$ cat src/rtl/encode_if.sv
// encode_if: field-bundle input and encoded-word output handshakes of the RV32I encoder
// slave modport is the encoder view, master modport is the producer/consumer view.
// i_valid/o_ready carry a decoded field bundle in; o_valid/i_ready carry the encoded word out.
interface encode_if #(
  parameter int COUNT_W = 16
);
  logic               i_valid;
  logic               o_ready;
  logic [6:0]         i_opcode;
  logic [7:0]         i_funct7;
  logic [2:0]         i_funct3;
  logic [4:0]         i_rs1;
  logic [4:0]         i_rs2;
  logic [4:0]         i_rd;
  logic [31:0]        i_imm;
  logic [2:0]         i_inst_type;
  logic               o_valid;
  logic               i_ready;
  logic [31:0]        o_instruction;
  logic               o_err;
  logic [COUNT_W-1:0] o_count;
  modport slave (
    input  i_valid, i_opcode, i_funct7, i_funct3, i_rs1, i_rs2, i_rd, i_imm, i_inst_type, i_ready,
    output o_ready, o_valid, o_instruction, o_err, o_count
  );
  modport master (
    output i_valid, i_opcode, i_funct7, i_funct3, i_rs1, i_rs2, i_rd, i_imm, i_inst_type, i_ready,
    input  o_ready, o_valid, o_instruction, o_err, o_count
  );
endinterface

$ cat src/rtl/encode.sv
// encode: packs decoded RV32I fields back into a 32-bit instruction word, buffered in an output FIFO
// Ports: clk; rst (sync, active-high, beats clk_en); clk_en (global advance, gates both handshakes);
//   bus (encode_if.slave): field bundle in via i_valid/o_ready, word out via o_valid/i_ready
//   with o_instruction/o_err showing the FIFO head (0 when empty), o_count = bundles accepted.
// Optional: define ENCODE_RANGE_CHECK_EN to also flag out-of-field immediate/funct7 bits as errors.
module encode #(
  parameter int FIFO_DEPTH = 2,
  parameter int COUNT_W    = 16
) (
  input logic     clk,
  input logic     rst,
  input logic     clk_en,
  encode_if.slave bus
);
  typedef enum logic [2:0] {T_ERROR, T_R, T_I, T_S, T_B, T_U, T_J, T_UNDEF} inst_type_e;
  localparam int PW = FIFO_DEPTH > 1 ? $clog2(FIFO_DEPTH) : 1;
  localparam int CW = $clog2(FIFO_DEPTH + 1);
  inst_type_e   w_type;
  logic [6:0]   w_op;
  logic [31:0]  w_imm;
  logic [31:0]  w_word;
  logic         w_type_ok;
  logic         w_range_err;
  logic         w_err;
  logic         w_push;
  logic         w_pop;
  logic [32:0]  w_head;
  logic [32:0]  r_mem [FIFO_DEPTH];
  logic [PW-1:0] r_rd;
  logic [PW-1:0] r_wr;
  logic [CW-1:0] r_cnt;
  logic [COUNT_W-1:0] r_count;
  assign w_type = inst_type_e'(bus.i_inst_type);
  assign w_op   = bus.i_opcode;
  assign w_imm  = bus.i_imm;
  always_comb begin
    w_word    = 32'h0;
    w_type_ok = 1'b0;
    case (w_type)
      T_R: begin
        w_word    = {bus.i_funct7[6:0], bus.i_rs2, bus.i_rs1, bus.i_funct3, bus.i_rd, w_op};
        w_type_ok = w_op == 7'b0110011;
      end
      T_I: begin
        w_word    = {w_imm[11:0], bus.i_rs1, bus.i_funct3, bus.i_rd, w_op};
        w_type_ok = w_op inside {7'b0010011, 7'b0000011, 7'b1100111, 7'b1110011};
      end
      T_S: begin
        w_word    = {w_imm[11:5], bus.i_rs2, bus.i_rs1, bus.i_funct3, w_imm[4:0], w_op};
        w_type_ok = w_op == 7'b0100011;
      end
      T_B: begin
        w_word    = {w_imm[12], w_imm[10:5], bus.i_rs2, bus.i_rs1, bus.i_funct3, w_imm[4:1], w_imm[11], w_op};
        w_type_ok = w_op == 7'b1100011;
      end
      T_U: begin
        w_word    = {w_imm[31:12], bus.i_rd, w_op};
        w_type_ok = w_op inside {7'b0110111, 7'b0010111};
      end
      T_J: begin
        w_word    = {w_imm[20], w_imm[10:1], w_imm[11], w_imm[19:12], bus.i_rd, w_op};
        w_type_ok = w_op == 7'b1101111;
      end
      default: w_type_ok = 1'b0;
    endcase
  end
`ifdef ENCODE_RANGE_CHECK_EN
  always_comb begin
    w_range_err = 1'b0;
    case (w_type)
      T_R:      w_range_err = bus.i_funct7[7];
      T_I, T_S: w_range_err = |w_imm[31:12];
      T_B:      w_range_err = w_imm[0] | (|w_imm[31:13]);
      T_U:      w_range_err = |w_imm[11:0];
      T_J:      w_range_err = w_imm[0] | (|w_imm[31:21]);
      default:  w_range_err = 1'b0;
    endcase
  end
`else
  logic w_unused;
  assign w_unused    = bus.i_funct7[7];
  assign w_range_err = 1'b0;
`endif
  assign w_err = !w_type_ok | w_range_err;
  // Handshakes are gated by clk_en, so push/pop alone decide every state change.
  assign bus.o_ready = clk_en & (r_cnt < CW'(FIFO_DEPTH));
  assign bus.o_valid = clk_en & (r_cnt != '0);
  assign w_push = bus.i_valid & bus.o_ready;
  assign w_pop  = bus.o_valid & bus.i_ready;
  assign w_head = r_cnt != '0 ? r_mem[r_rd] : 33'h0;
  assign bus.o_instruction = w_head[31:0];
  assign bus.o_err   = w_head[32];
  assign bus.o_count = r_count;
  function automatic logic [PW-1:0] nxt(input logic [PW-1:0] p);
    return p == PW'(FIFO_DEPTH - 1) ? '0 : p + 1'b1;
  endfunction
  always_ff @(posedge clk) begin
    if (rst) begin
      r_rd    <= '0;
      r_wr    <= '0;
      r_cnt   <= '0;
      r_count <= '0;
    end else begin
      r_rd    <= w_pop ? nxt(r_rd) : r_rd;
      r_wr    <= w_push ? nxt(r_wr) : r_wr;
      r_cnt   <= r_cnt + CW'(w_push) - CW'(w_pop);
      r_count <= r_count + COUNT_W'(w_push);
    end
  end
  // Storage needs no reset: the head is masked to zero whenever the FIFO is empty.
  always_ff @(posedge clk) begin
    if (!rst && w_push) r_mem[r_wr] <= {w_err, w_err ? 32'h0 : w_word};
  end
endmodule

$ cat src/flat_wrapper.sv
// flat-port wrapper written by rule: the top's interface ports become plain ports
module encode_flat 
#(
  parameter int FIFO_DEPTH = 2,
  parameter int COUNT_W    = 16
)
  (clk, rst, clk_en, bus_i_valid, bus_i_opcode, bus_i_funct7, bus_i_funct3, bus_i_rs1, bus_i_rs2, bus_i_rd, bus_i_imm, bus_i_inst_type, bus_i_ready, bus_o_ready, bus_o_valid, bus_o_instruction, bus_o_err, bus_o_count);
  encode_if #(.COUNT_W(COUNT_W)) bus_i ();
  input logic clk;
  input logic rst;
  input logic clk_en;
  input wire logic [$bits(bus_i.i_valid)-1:0] bus_i_valid;
  input wire logic [$bits(bus_i.i_opcode)-1:0] bus_i_opcode;
  input wire logic [$bits(bus_i.i_funct7)-1:0] bus_i_funct7;
  input wire logic [$bits(bus_i.i_funct3)-1:0] bus_i_funct3;
  input wire logic [$bits(bus_i.i_rs1)-1:0] bus_i_rs1;
  input wire logic [$bits(bus_i.i_rs2)-1:0] bus_i_rs2;
  input wire logic [$bits(bus_i.i_rd)-1:0] bus_i_rd;
  input wire logic [$bits(bus_i.i_imm)-1:0] bus_i_imm;
  input wire logic [$bits(bus_i.i_inst_type)-1:0] bus_i_inst_type;
  input wire logic [$bits(bus_i.i_ready)-1:0] bus_i_ready;
  output wire logic [$bits(bus_i.o_ready)-1:0] bus_o_ready;
  output wire logic [$bits(bus_i.o_valid)-1:0] bus_o_valid;
  output wire logic [$bits(bus_i.o_instruction)-1:0] bus_o_instruction;
  output wire logic [$bits(bus_i.o_err)-1:0] bus_o_err;
  output wire logic [$bits(bus_i.o_count)-1:0] bus_o_count;
  assign bus_i.i_valid = bus_i_valid;
  assign bus_i.i_opcode = bus_i_opcode;
  assign bus_i.i_funct7 = bus_i_funct7;
  assign bus_i.i_funct3 = bus_i_funct3;
  assign bus_i.i_rs1 = bus_i_rs1;
  assign bus_i.i_rs2 = bus_i_rs2;
  assign bus_i.i_rd = bus_i_rd;
  assign bus_i.i_imm = bus_i_imm;
  assign bus_i.i_inst_type = bus_i_inst_type;
  assign bus_i.i_ready = bus_i_ready;
  assign bus_o_ready = bus_i.o_ready;
  assign bus_o_valid = bus_i.o_valid;
  assign bus_o_instruction = bus_i.o_instruction;
  assign bus_o_err = bus_i.o_err;
  assign bus_o_count = bus_i.o_count;
  encode #(.FIFO_DEPTH(FIFO_DEPTH), .COUNT_W(COUNT_W)) u_core (.clk(clk), .rst(rst), .clk_en(clk_en), .bus(bus_i));
endmodule
$ cat config.mk
export PLATFORM = sky130hd
export DESIGN_NAME = encode_flat
export DESIGN_NICKNAME = d
export VERILOG_FILES = /design/src/rtl/encode_if.sv /design/src/rtl/encode.sv /design/src/flat_wrapper.sv
export SDC_FILE = /design/constraint.sdc
export NUM_CORES = 1
export LEC_CHECK = 0
export ABC_CLOCK_PERIOD_IN_PS = 4200
export BUFFER_PORTS_ARGS = -buffer_cell sky130_fd_sc_hd__buf_4
export CORE_MARGIN = 5
export CORE_UTILIZATION = 47
export CTS_CLUSTER_DIAMETER = 200
export DETAILED_ROUTE_END_ITERATION = 6
export PLACE_DENSITY = 0.76
export SYNTH_ARGS = -nofsm -noshare
export SYNTH_HDL_FRONTEND = slang
export SYNTH_SLANG_ARGS = --single-unit
$ cat constraint.sdc
create_clock -name clk -period 4.2 [get_ports clk]
set_clock_uncertainty 0.1 [all_clocks]
set_input_delay 0.84 -clock clk [delete_from_list [all_inputs] [get_ports clk]]
set_output_delay 0.84 -clock clk [all_outputs]
set_load 0.01 [all_outputs]
==> flow_summary.ini <==
[cells_and_area]
fillers = 750
areaGrowthSynthToFinish_pct = 27.5
nets = 564
diodes = 0
final_common_cell = buf_4
layout_common_cells = 128 x buf_4, 66 x edfxtp_1, 56 x nor2_1
drive_gt1_share_pct = 32.3

[placed_design]
dp_hpwl_um = 7220
gp_congestion = 0.873
port_buffers = 122

[worst_setup_path]
cp-start-kind = primary input
cp_max_fo = 21
cp.required_ns = 4.23
cp_slowest_cell = nor2b_1
worstPathArrival_ns = 3.09
critPathKind = primary input to flip-flop
end_kind = flip-flop
path_cells = buf_4 -> nor2b_1 -> and2_1 -> ha_1 -> nor3_1 -> o211ai_1 -> buf_4 -> a221oi_1
slowest_delay_ns = 0.39
crit_top_cell = buf_4

[timing]
rsz0062_at_grt = no
tns_ns = 0
hold_viol_final = 0
slew_headroom_pct = 29.2
period_share_pct = 72.9
finalSetupViolations = 0
tightest_slew_ns = 1.06
fmax_ghz = 0.327
period_needed_ns = 3.06
drv_slew = 0

[grt]
grt_start_max_net_pins = 34
grt_pass1_wl_um = 16300
grt.total_usage_pct = 18.2
grt_pass1_vias = 3313
antenna_found_initial = 0
gr-total-overflow = 0

[synth]
async_flop_share_pct = 0
ys_warn_count = 0
syn_nets = 450
synth_edf_count = 66
syn_area_per_cell_sq_um = 11.6
synth-seq-cells = 87
synth_ff_type = edfxtp_1
ys_types = 42
syn_inst = 371
syn_area_sq_um = 4310
seq_area_frac_synth_pct = 55.7

[min_path]
hold_class = flip-flop to flip-flop

[clock_tree]
cts-resized-gates = 0
postCtsSetupRepairBufs = 0
cts_tree = built
cts_made_buffers = 9
cts_num_sinks = 87
clockBufferDepth = 2
clkTransAtPathRegs_ns = 0.08
hold_buffers = 0
insertion_delay_ns = 0.33
clockRootBuffer = clkbuf_8
htreeDepth = 3

[outcome]
status = finished, final reports clean

[detailed_routing]
vias = 3351
firstDrtPassIters = 4
viasPerCell = 5.59
routed.top_layer = met4
met2_length_um = 5060
drtAntennaViolNets = 0
wl_per_cell_um = 16.9
drc = 0
drtIter0Drc = 183
routed_wl_um = 10200
wl_met1_um = 4270
route.met3.wl_um = 566

[flow_run]
cap_violations = 0

[power_and_ir_drop]
powerDensity_nw_per_um2 = 351
power_mw = 1.93
irDropWorstVdd_uv = 144
leakagePower_nw = 2.06

[floorplan]
die_w_um = 106
start_util_pct = 47.4
core_area_sq_um = 9110
die_area_sq_um = 11200
die_height_um = 106
floorplan.io_pins = 124
num_rows = 35
[cell type report]
class,count,area [sq um],area share [%]
inverters,4,15.0,0.273
repair buffers,128,961,17.5
clock inverters,5,50.0,0.910
flip-flops and latches,87,2400,43.7
well taps,111,139,2.53
clock buffers,10,128,2.32
multi-input cells,255,1800,32.8
[power by group]
group	internal (mW)	switching [mW]
registers	0.945	0.0287
clock network	0.267	0.275
logic	0.203	0.213
total	1.41	0.516
[worst paths after layout]
| path | cells after the start | start | endpoint | slack [ns] |
|---|---|---|---|---|
| max | 8 | bus_i_inst_type[1] | u_core.r_mem[1][31] | 1.14 |
| min | 2 | u_core.r_rd | flip-flop | 0.43 |
| max reg2reg | 9 | u_core.r_cnt[1] | u_core.r_cnt[1] | 1.66 |
| min reg2reg | 2 | u_core.r_rd | flip-flop | 0.43 |
[synth_stat cells, types with 3 or more instances]
cell type	number	area, sq um
nor2b_1	15	93.8
and4_1	3	26.3
ha_1	6	75.1
and2_1	3	18.8
a21oi_1	34	170
a222oi_1	4	40.0
nor2_1	57	214
clkbuf_1	9	33.8
buf_2	11	55.1
a22oi_1	12	90.1
edfxtp_1	66	1980
nand4_1	4	25.0
nand2_1	9	33.8
mux2_2	5	56.3
dfxtp_1	21	420
mux2i_1	35	350
xor2_1	10	87.6
inv_1	4	15.0
a221oi_2	6	90.1
nand3_1	6	30.0
nor3_1	5	25.0
xnor2_1	9	78.8
a221oi_1	11	96.3
[per-layer routing]
layer	GRT usage (%)	vias up
met1	23.6	1587
met5	0	-
met3	3.00	22
li1	-	1616
met2	30.0	126
met4	7.96	0
[sequential cells by signal, summed over array words and instances, names as in the netlist, named ones only]
name	count
u_core.r_rd	1
u_core.r_mem	66
u_core.r_cnt	2
u_core.r_wr	1
u_core.bus.o_count	16
[critical path: cells and delay by family]
kind            cells  cell delay [ns]
fa+ha+maj           1             0.23
compound gates      2             0.69
simple gates        3             0.79
buf+inv             2             0.54
[through the flow]
stage | hold slack [ns] | cells | utilization, % | setup WS [ns] | instance area, sq um
after global placement | 0.397 | 585 | 58.4 | 0.891 | 5320
after detailed placement | 0.406 | 585 | 58.4 | 0.805 | 5320
after CTS | 0.429 | 600 | 60.4 | 1.16 | 5500
final | 0.429 | 600 | 60.4 | 1.14 | 5500
after global routing | 0.462 | 600 | 60.4 | 0.954 | 5500
after floorplan | 0.381 | 371 | - | 0.0750 | 4320
[cells by family after synthesis]
kind of cell / synth area share (%)
AOI/OAI and AO/OA: 12.8
xor gates and xnor gates: 3.86
adders and majority gates: 1.74
buffers and inverters: 3.19
DFF: 55.7
muxes: 9.43
and+or+nand+nor: 13.3
(Power assumes the default switching activity.)
